<file path="config.mk">
export PLATFORM = sky130hd
export DESIGN_NAME = reg_bank_writer
export DESIGN_NICKNAME = d
export VERILOG_FILES = /design/src/rtl/reg_bank_writer.sv
export SDC_FILE = /design/constraint.sdc
export NUM_CORES = 1
export LEC_CHECK = 0
export CAP_MARGIN = 20
export CORE_AREA = 5 5 431 433
export CTS_BUF_LIST = sky130_fd_sc_hd__clkbuf_4
export CTS_CLUSTER_DIAMETER = 150
export DETAILED_ROUTE_END_ITERATION = 10
export DIE_AREA = 0 0 436 438
export HOLD_SLACK_MARGIN = 0.15
export SLEW_MARGIN = 20
export SYNTH_ARGS = -nofsm -noshare
export SYNTH_HDL_FRONTEND = slang
export SYNTH_SLANG_ARGS = --single-unit
</file>
<file path="constraint.sdc">
create_clock -name clk -period 6.25 [get_ports clk]
set_clock_uncertainty 0.05 [all_clocks]
set_input_delay 1.25 -clock clk [delete_from_list [all_inputs] [get_ports clk]]
set_output_delay 1.25 -clock clk [all_outputs]
set_load 0.02 [all_outputs]
</file>
<file path="src/rtl/reg_bank_writer.sv">
// Write side of the integer register file: 32 x WIDTH bank with a decoded write
// port, hardwired-zero x0 and a per-register pending-write scoreboard.
module reg_bank_writer #(
    parameter int WIDTH = 32
) (
    input  logic             clk,
    input  logic             rst,
    input  logic             WrEn,
    input  logic [4:0]       WrAddr,
    input  logic [WIDTH-1:0] WrData,
    input  logic             IssueEn,
    input  logic [4:0]       IssueAddr,
    output logic [WIDTH-1:0] Dout0,
    output logic [WIDTH-1:0] Dout1,
    output logic [WIDTH-1:0] Dout2,
    output logic [WIDTH-1:0] Dout3,
    output logic [WIDTH-1:0] Dout4,
    output logic [WIDTH-1:0] Dout5,
    output logic [WIDTH-1:0] Dout6,
    output logic [WIDTH-1:0] Dout7,
    output logic [WIDTH-1:0] Dout8,
    output logic [WIDTH-1:0] Dout9,
    output logic [WIDTH-1:0] Dout10,
    output logic [WIDTH-1:0] Dout11,
    output logic [WIDTH-1:0] Dout12,
    output logic [WIDTH-1:0] Dout13,
    output logic [WIDTH-1:0] Dout14,
    output logic [WIDTH-1:0] Dout15,
    output logic [WIDTH-1:0] Dout16,
    output logic [WIDTH-1:0] Dout17,
    output logic [WIDTH-1:0] Dout18,
    output logic [WIDTH-1:0] Dout19,
    output logic [WIDTH-1:0] Dout20,
    output logic [WIDTH-1:0] Dout21,
    output logic [WIDTH-1:0] Dout22,
    output logic [WIDTH-1:0] Dout23,
    output logic [WIDTH-1:0] Dout24,
    output logic [WIDTH-1:0] Dout25,
    output logic [WIDTH-1:0] Dout26,
    output logic [WIDTH-1:0] Dout27,
    output logic [WIDTH-1:0] Dout28,
    output logic [WIDTH-1:0] Dout29,
    output logic [WIDTH-1:0] Dout30,
    output logic [WIDTH-1:0] Dout31,
    output logic [31:0]      Busy
);

    logic [WIDTH-1:0] regs [31:1];
    logic [31:1]      busy_q;
    logic [31:0]      wr_sel;
    logic [31:0]      issue_sel;

    // x0 never gets an enable, so it needs no storage at all
    always_comb begin
        wr_sel    = '0;
        issue_sel = '0;
        if (WrEn)
            wr_sel[WrAddr] = 1'b1;
        if (IssueEn)
            issue_sel[IssueAddr] = 1'b1;
        wr_sel[0]    = 1'b0;
        issue_sel[0] = 1'b0;
    end

    always_ff @(posedge clk) begin
        for (int i = 1; i < 32; i++) begin
            if (rst)
                regs[i] <= '0;
            else if (wr_sel[i])
                regs[i] <= WrData;
        end
    end

    // A new producer wins over a retiring one in the same cycle
    always_ff @(posedge clk) begin
        for (int i = 1; i < 32; i++) begin
            if (rst)
                busy_q[i] <= 1'b0;
            else if (issue_sel[i])
                busy_q[i] <= 1'b1;
            else if (wr_sel[i])
                busy_q[i] <= 1'b0;
        end
    end

    assign Busy   = {busy_q, 1'b0};

    assign Dout0  = '0;
    assign Dout1  = regs[1];
    assign Dout2  = regs[2];
    assign Dout3  = regs[3];
    assign Dout4  = regs[4];
    assign Dout5  = regs[5];
    assign Dout6  = regs[6];
    assign Dout7  = regs[7];
    assign Dout8  = regs[8];
    assign Dout9  = regs[9];
    assign Dout10 = regs[10];
    assign Dout11 = regs[11];
    assign Dout12 = regs[12];
    assign Dout13 = regs[13];
    assign Dout14 = regs[14];
    assign Dout15 = regs[15];
    assign Dout16 = regs[16];
    assign Dout17 = regs[17];
    assign Dout18 = regs[18];
    assign Dout19 = regs[19];
    assign Dout20 = regs[20];
    assign Dout21 = regs[21];
    assign Dout22 = regs[22];
    assign Dout23 = regs[23];
    assign Dout24 = regs[24];
    assign Dout25 = regs[25];
    assign Dout26 = regs[26];
    assign Dout27 = regs[27];
    assign Dout28 = regs[28];
    assign Dout29 = regs[29];
    assign Dout30 = regs[30];
    assign Dout31 = regs[31];

endmodule
</file>
**Word-level counts from Yosys, hierarchy flattened**

Memory sizes are Yosys's and may differ from the RTL's.
Index checks and enable logic that the tools add are counted.

- Bits of input ports: 46
- Register bits: 31
- Memories: 1
- Bits in writable memories: 992
- Output and inout port bits: 1056

- Bitwise logic cells: 31
- Multiplexer cells: 194
- Reductions and logical operators: 33
- Magnitude comparators: 4

Memory list:

| name | words | width | rd ports | clocked after memory_dff | wr ports | line | text |
|---|---|---|---|---|---|---|---|
| regs | 31 | 32 | 31 | 0 | 31 | 48 | `logic [WIDTH-1:0] regs [31:1];` |

Operators by type and width:

| operator | count |
|---|---|
| $mux W32 | 33 |
| $mux W1 | 159 |
| $reduce_bool A2 Y1 | 31 |
| $or A1 B1 Y1 | 31 |
| $lt A5 B6 Y1 const B | 2 |
| $demux W1 S5 | 2 |
| $ge A5 B1 Y1 const B | 2 |
| $logic_and A1 B1 Y1 | 2 |

**Longest topological paths before layout**

- Depth in word-level cells: 9
- Depth in mapped cells: 6
- Gate-level depth less buffers: 3

**Worst setup path before layout**

No wires, ideal clock.

- Path type: input-to-reg
- Start: input port WrAddr[2]
- End: register, netlist name regs[0][768]
- Arrival: 2603 ps
- Cell stages on the path: 4
- Setup time: 389 ps
- Slack: 3209 ps
- Cells stage by stage: buf_2 -> and3b_1 -> clkbuf_1 -> a21o_1

RTL lines:

| element | line | text |
|---|---|---|
| start, declared | 9 | `input logic [4:0] WrAddr,` |

==> key figures <==
Critical path
  – Worst reg-to-reg path cell count: 2
  – Crit path buf inv count: 1
  – Worst-path cell chain: clkdlybuf4s50_1
  – CP endpoint kind: output pin
  – Critical-path top delay cell: clkdlybuf4s50_1
  – Critical path depth in cells: 1
  – Critical Path RT: a little under 5 ns
  – Setup Crit Path Kind: reg2out
  – Critical Path AT: roughly 2.5 ns
  – Top delay family on crit path: buffers and inverters
  – Worst setup SP type: flip-flop
  – CP peak stage delay: 0.95 ns
  – Critical Path Fanout Max: 1

Power
  – Design Power: 16.2 mW
  – PwrDens: 301 mW/mm2
  – Leak: 17.6 nW
  – VDD IR max: roughly 170 uV

Detailed routing
  – Initial DRC count: about 3200
  – # DRC: 0
  – Via count: 27800
  – Vias/cell: between 4 and 5
  – Drt pass-1 iters: 6
  – Final WL: between 150000 and 200000 um
  – WL/cell: 30.1 um
  – Final antenna-violating net count: 0

Floorplan
  – Rows: around 160
  – Core box area: 0.182 mm2
  – Boundary pin count: 1102
  – Die outline width: 436 um
  – Die height: roughly 440 um
  – Die Area: 0.191 mm2
  – Initial core utilization: roughly a fifth

Synthesis
  – #FFs+latches synth: 1023
  – Synth area leaders: edfxtp_1 (80%), nor2_1 (9.7%), nand2_1 (2.7%)
  – Post-synth EDFFs: 992
  – Distinct cells, synth: 37
  – Ys async rst share: 0%
  – Post-synth top flop: edfxtp_1
  – Post-synthesis sequential area ratio: 81.8%
  – Largest area contributor in the netlist: edfxtp_1
  – Mean Syn Cell Area: 14.2 um2
  – Count leader, synth: edfxtp_1
  – Netlist Area Pre-Place: 0.0372 mm2
  – Syn Inst Count: 2626
  – Top cell type's share of synthesized area: 80.2%
  – Synth top cells by count: edfxtp_1 (992), nor2_1 (961), nand2_1 (268)
  – Syn. warnings: 0

GRT
  – Gr busiest metal: met2
  – GR Layer Usage met2: 32.4%
  – Grt met3 use: 7.97%
  – Gr ovfl total: 0
  – First-pass GRT wire length: 250000 um
  – Antenna violations before repair: 35
  – Total global-route track usage: approximately 20%
  – Largest net degree at the start of global routing: 130
  – Number of global-route vias before repair: 27500
  – Met1 global-route usage: 21.7%

Clock network
  – Post-cts sizing count: 0
  – Clock Pin Slew Worst Setup and Hold Paths: roughly 0.070 ns
  – Post-CTS Setup Inserts: 0
  – Htree depth: 5
  – Clock Sinks: 1023
  – Clk root buf: clkbuf_4
  – Hold-fix buffers, CTS: 0
  – CTS tree: yes
  – CTS buffer count: 298
  – Worst skew pair latency: 1.28 ns
  – Max clock buf depth: 4

Cells and area
  – Final nets: 3906
  – Final std cells w/o fill: 6441
  – Area delta synth->final: 44.5%
  – Final design area excluding fillers: 0.0537 mm2
  – Ratio of cells with drive above 1 in the final layout: a little over an eighth

Place
  – Post-DP Area: roughly 0.05 mm2
  – Placed insts: 5944
  – PortBufs: around 1100
  – RD Place Congestion: 0.863
  – Post-DP HPWL: between 100000 and 150000 um

STA
  – RSZ-0062 raised after global routing: false
  – Minimum clock period: 3.84 ns
  – Endpoints failing hold: 0
  – Final Setup Violations: 0
  – Highest Clock Rate: around 260 MHz
  – Final Cycle Share: 61.5%
  – Slew @ Worst Pin: 1.18 ns
  – Final Hold Slack: ~0.42 ns
  – Max_slew headroom: 21.0%
  – Fin Setup TNS: 0 ns
  – Slew Viols, Final: 0

Worst hold path
  – Hold Path Depth: 2
  – Hold Path Class: reg2reg

Flow run
  – Max Cap Viol: 0

Run status
  – Outcome: completed
per-layer routing:
layer | part of all wire, % | up-vias
met3 | 12 | 361
li1 | - | 11500
met4 | 4.8 | 14
met2 | 48 | 2019
met1 | 35 | 13900
met5 | 0.052 | -
registers in the layout, indices dropped and copies added, names as in the netlist:
| name | cells |
|---|---|
| busy_q | 31 |
| regs | 992 |
tightest hold or removal path, cell delays in order, from the launching register on:
cell,delay [ns]
dfxtp_1,0.31
inv_1,0.05
o22ai_1,0.07
per-stage QoR:
step	setup slack, ns	util (%)
floorplan	3.21	-
global placement	1.30	27.6
detailed placement	1.19	27.6
CTS	2.17	29.5
global route	2.18	29.5
finish	2.41	29.6
power by group:
part | total [mW] | switching, mW | internal [mW] | leakage [nW]
clock network | 6.12 | 3.00 | 3.12 | 2.08
logic | 2.01 | 1.34 | 0.673 | 5.83
registers | 8.04 | 0.151 | 7.89 | 9.71
cells in the final DEF (no fill, tap or decap), types with 5 or more instances in the layout:
cell type / Yosys / final
clkdlybuf4s50_1: 0 / 1036
edfxtp_1: 992 / 992
nor2_1: 961 / 961
clkbuf_4: 0 / 416
nand2_1: 268 / 268
clkinv_1: 0 / 38
buf_4: 33 / 36
conb_1: 1 / 33
and2_1: 32 / 32
buf_2: 35 / 32
dfxtp_1: 31 / 31
inv_1: 32 / 28
diode_2: 0 / 21
a21o_2: 0 / 19
o22ai_1: 14 / 14
clkinv_2: 0 / 13
o21ai_0: 11 / 11
inv_2: 0 / 9
buf_12: 0 / 9
a21o_1: 27 / 8
nand3b_1: 5 / 5
layout make-up:
class	instances	area [um2]
Fill cell	18500	128000
Inverter	32	120
Tap cell	2385	2980
Multi-Input combinational cell	1392	5730
Antenna cell	21	52.6
Clock buffer	416	3120
Sequential cell	1023	30400
Timing Repair Buffer	1113	11000
Clock inverter	59	295
logic make-up (layout without fill, tap and decap cells):
kind of cell,count (synthesis),count (layout),share of synthesized area [%]
other,1,54,0.0101
DFF,1023,1023,81.8
buffers and inverters,243,1620,3.28
and+or+nand+nor,1297,1297,13.8
AOI/OAI and AO/OA,62,62,1.12
final timing paths:
path | startpoint | end | slack [ns]
setup / recovery | regs[0][60] | Dout1[28] | 2.41
hold / removal | busy_q[28] | busy_q[28] | 0.42
setup reg to reg | busy_q[15] | busy_q[15] | 5.30
hold reg to reg | busy_q[28] | busy_q[28] | 0.42
Power figures use the tool's default switching activity.
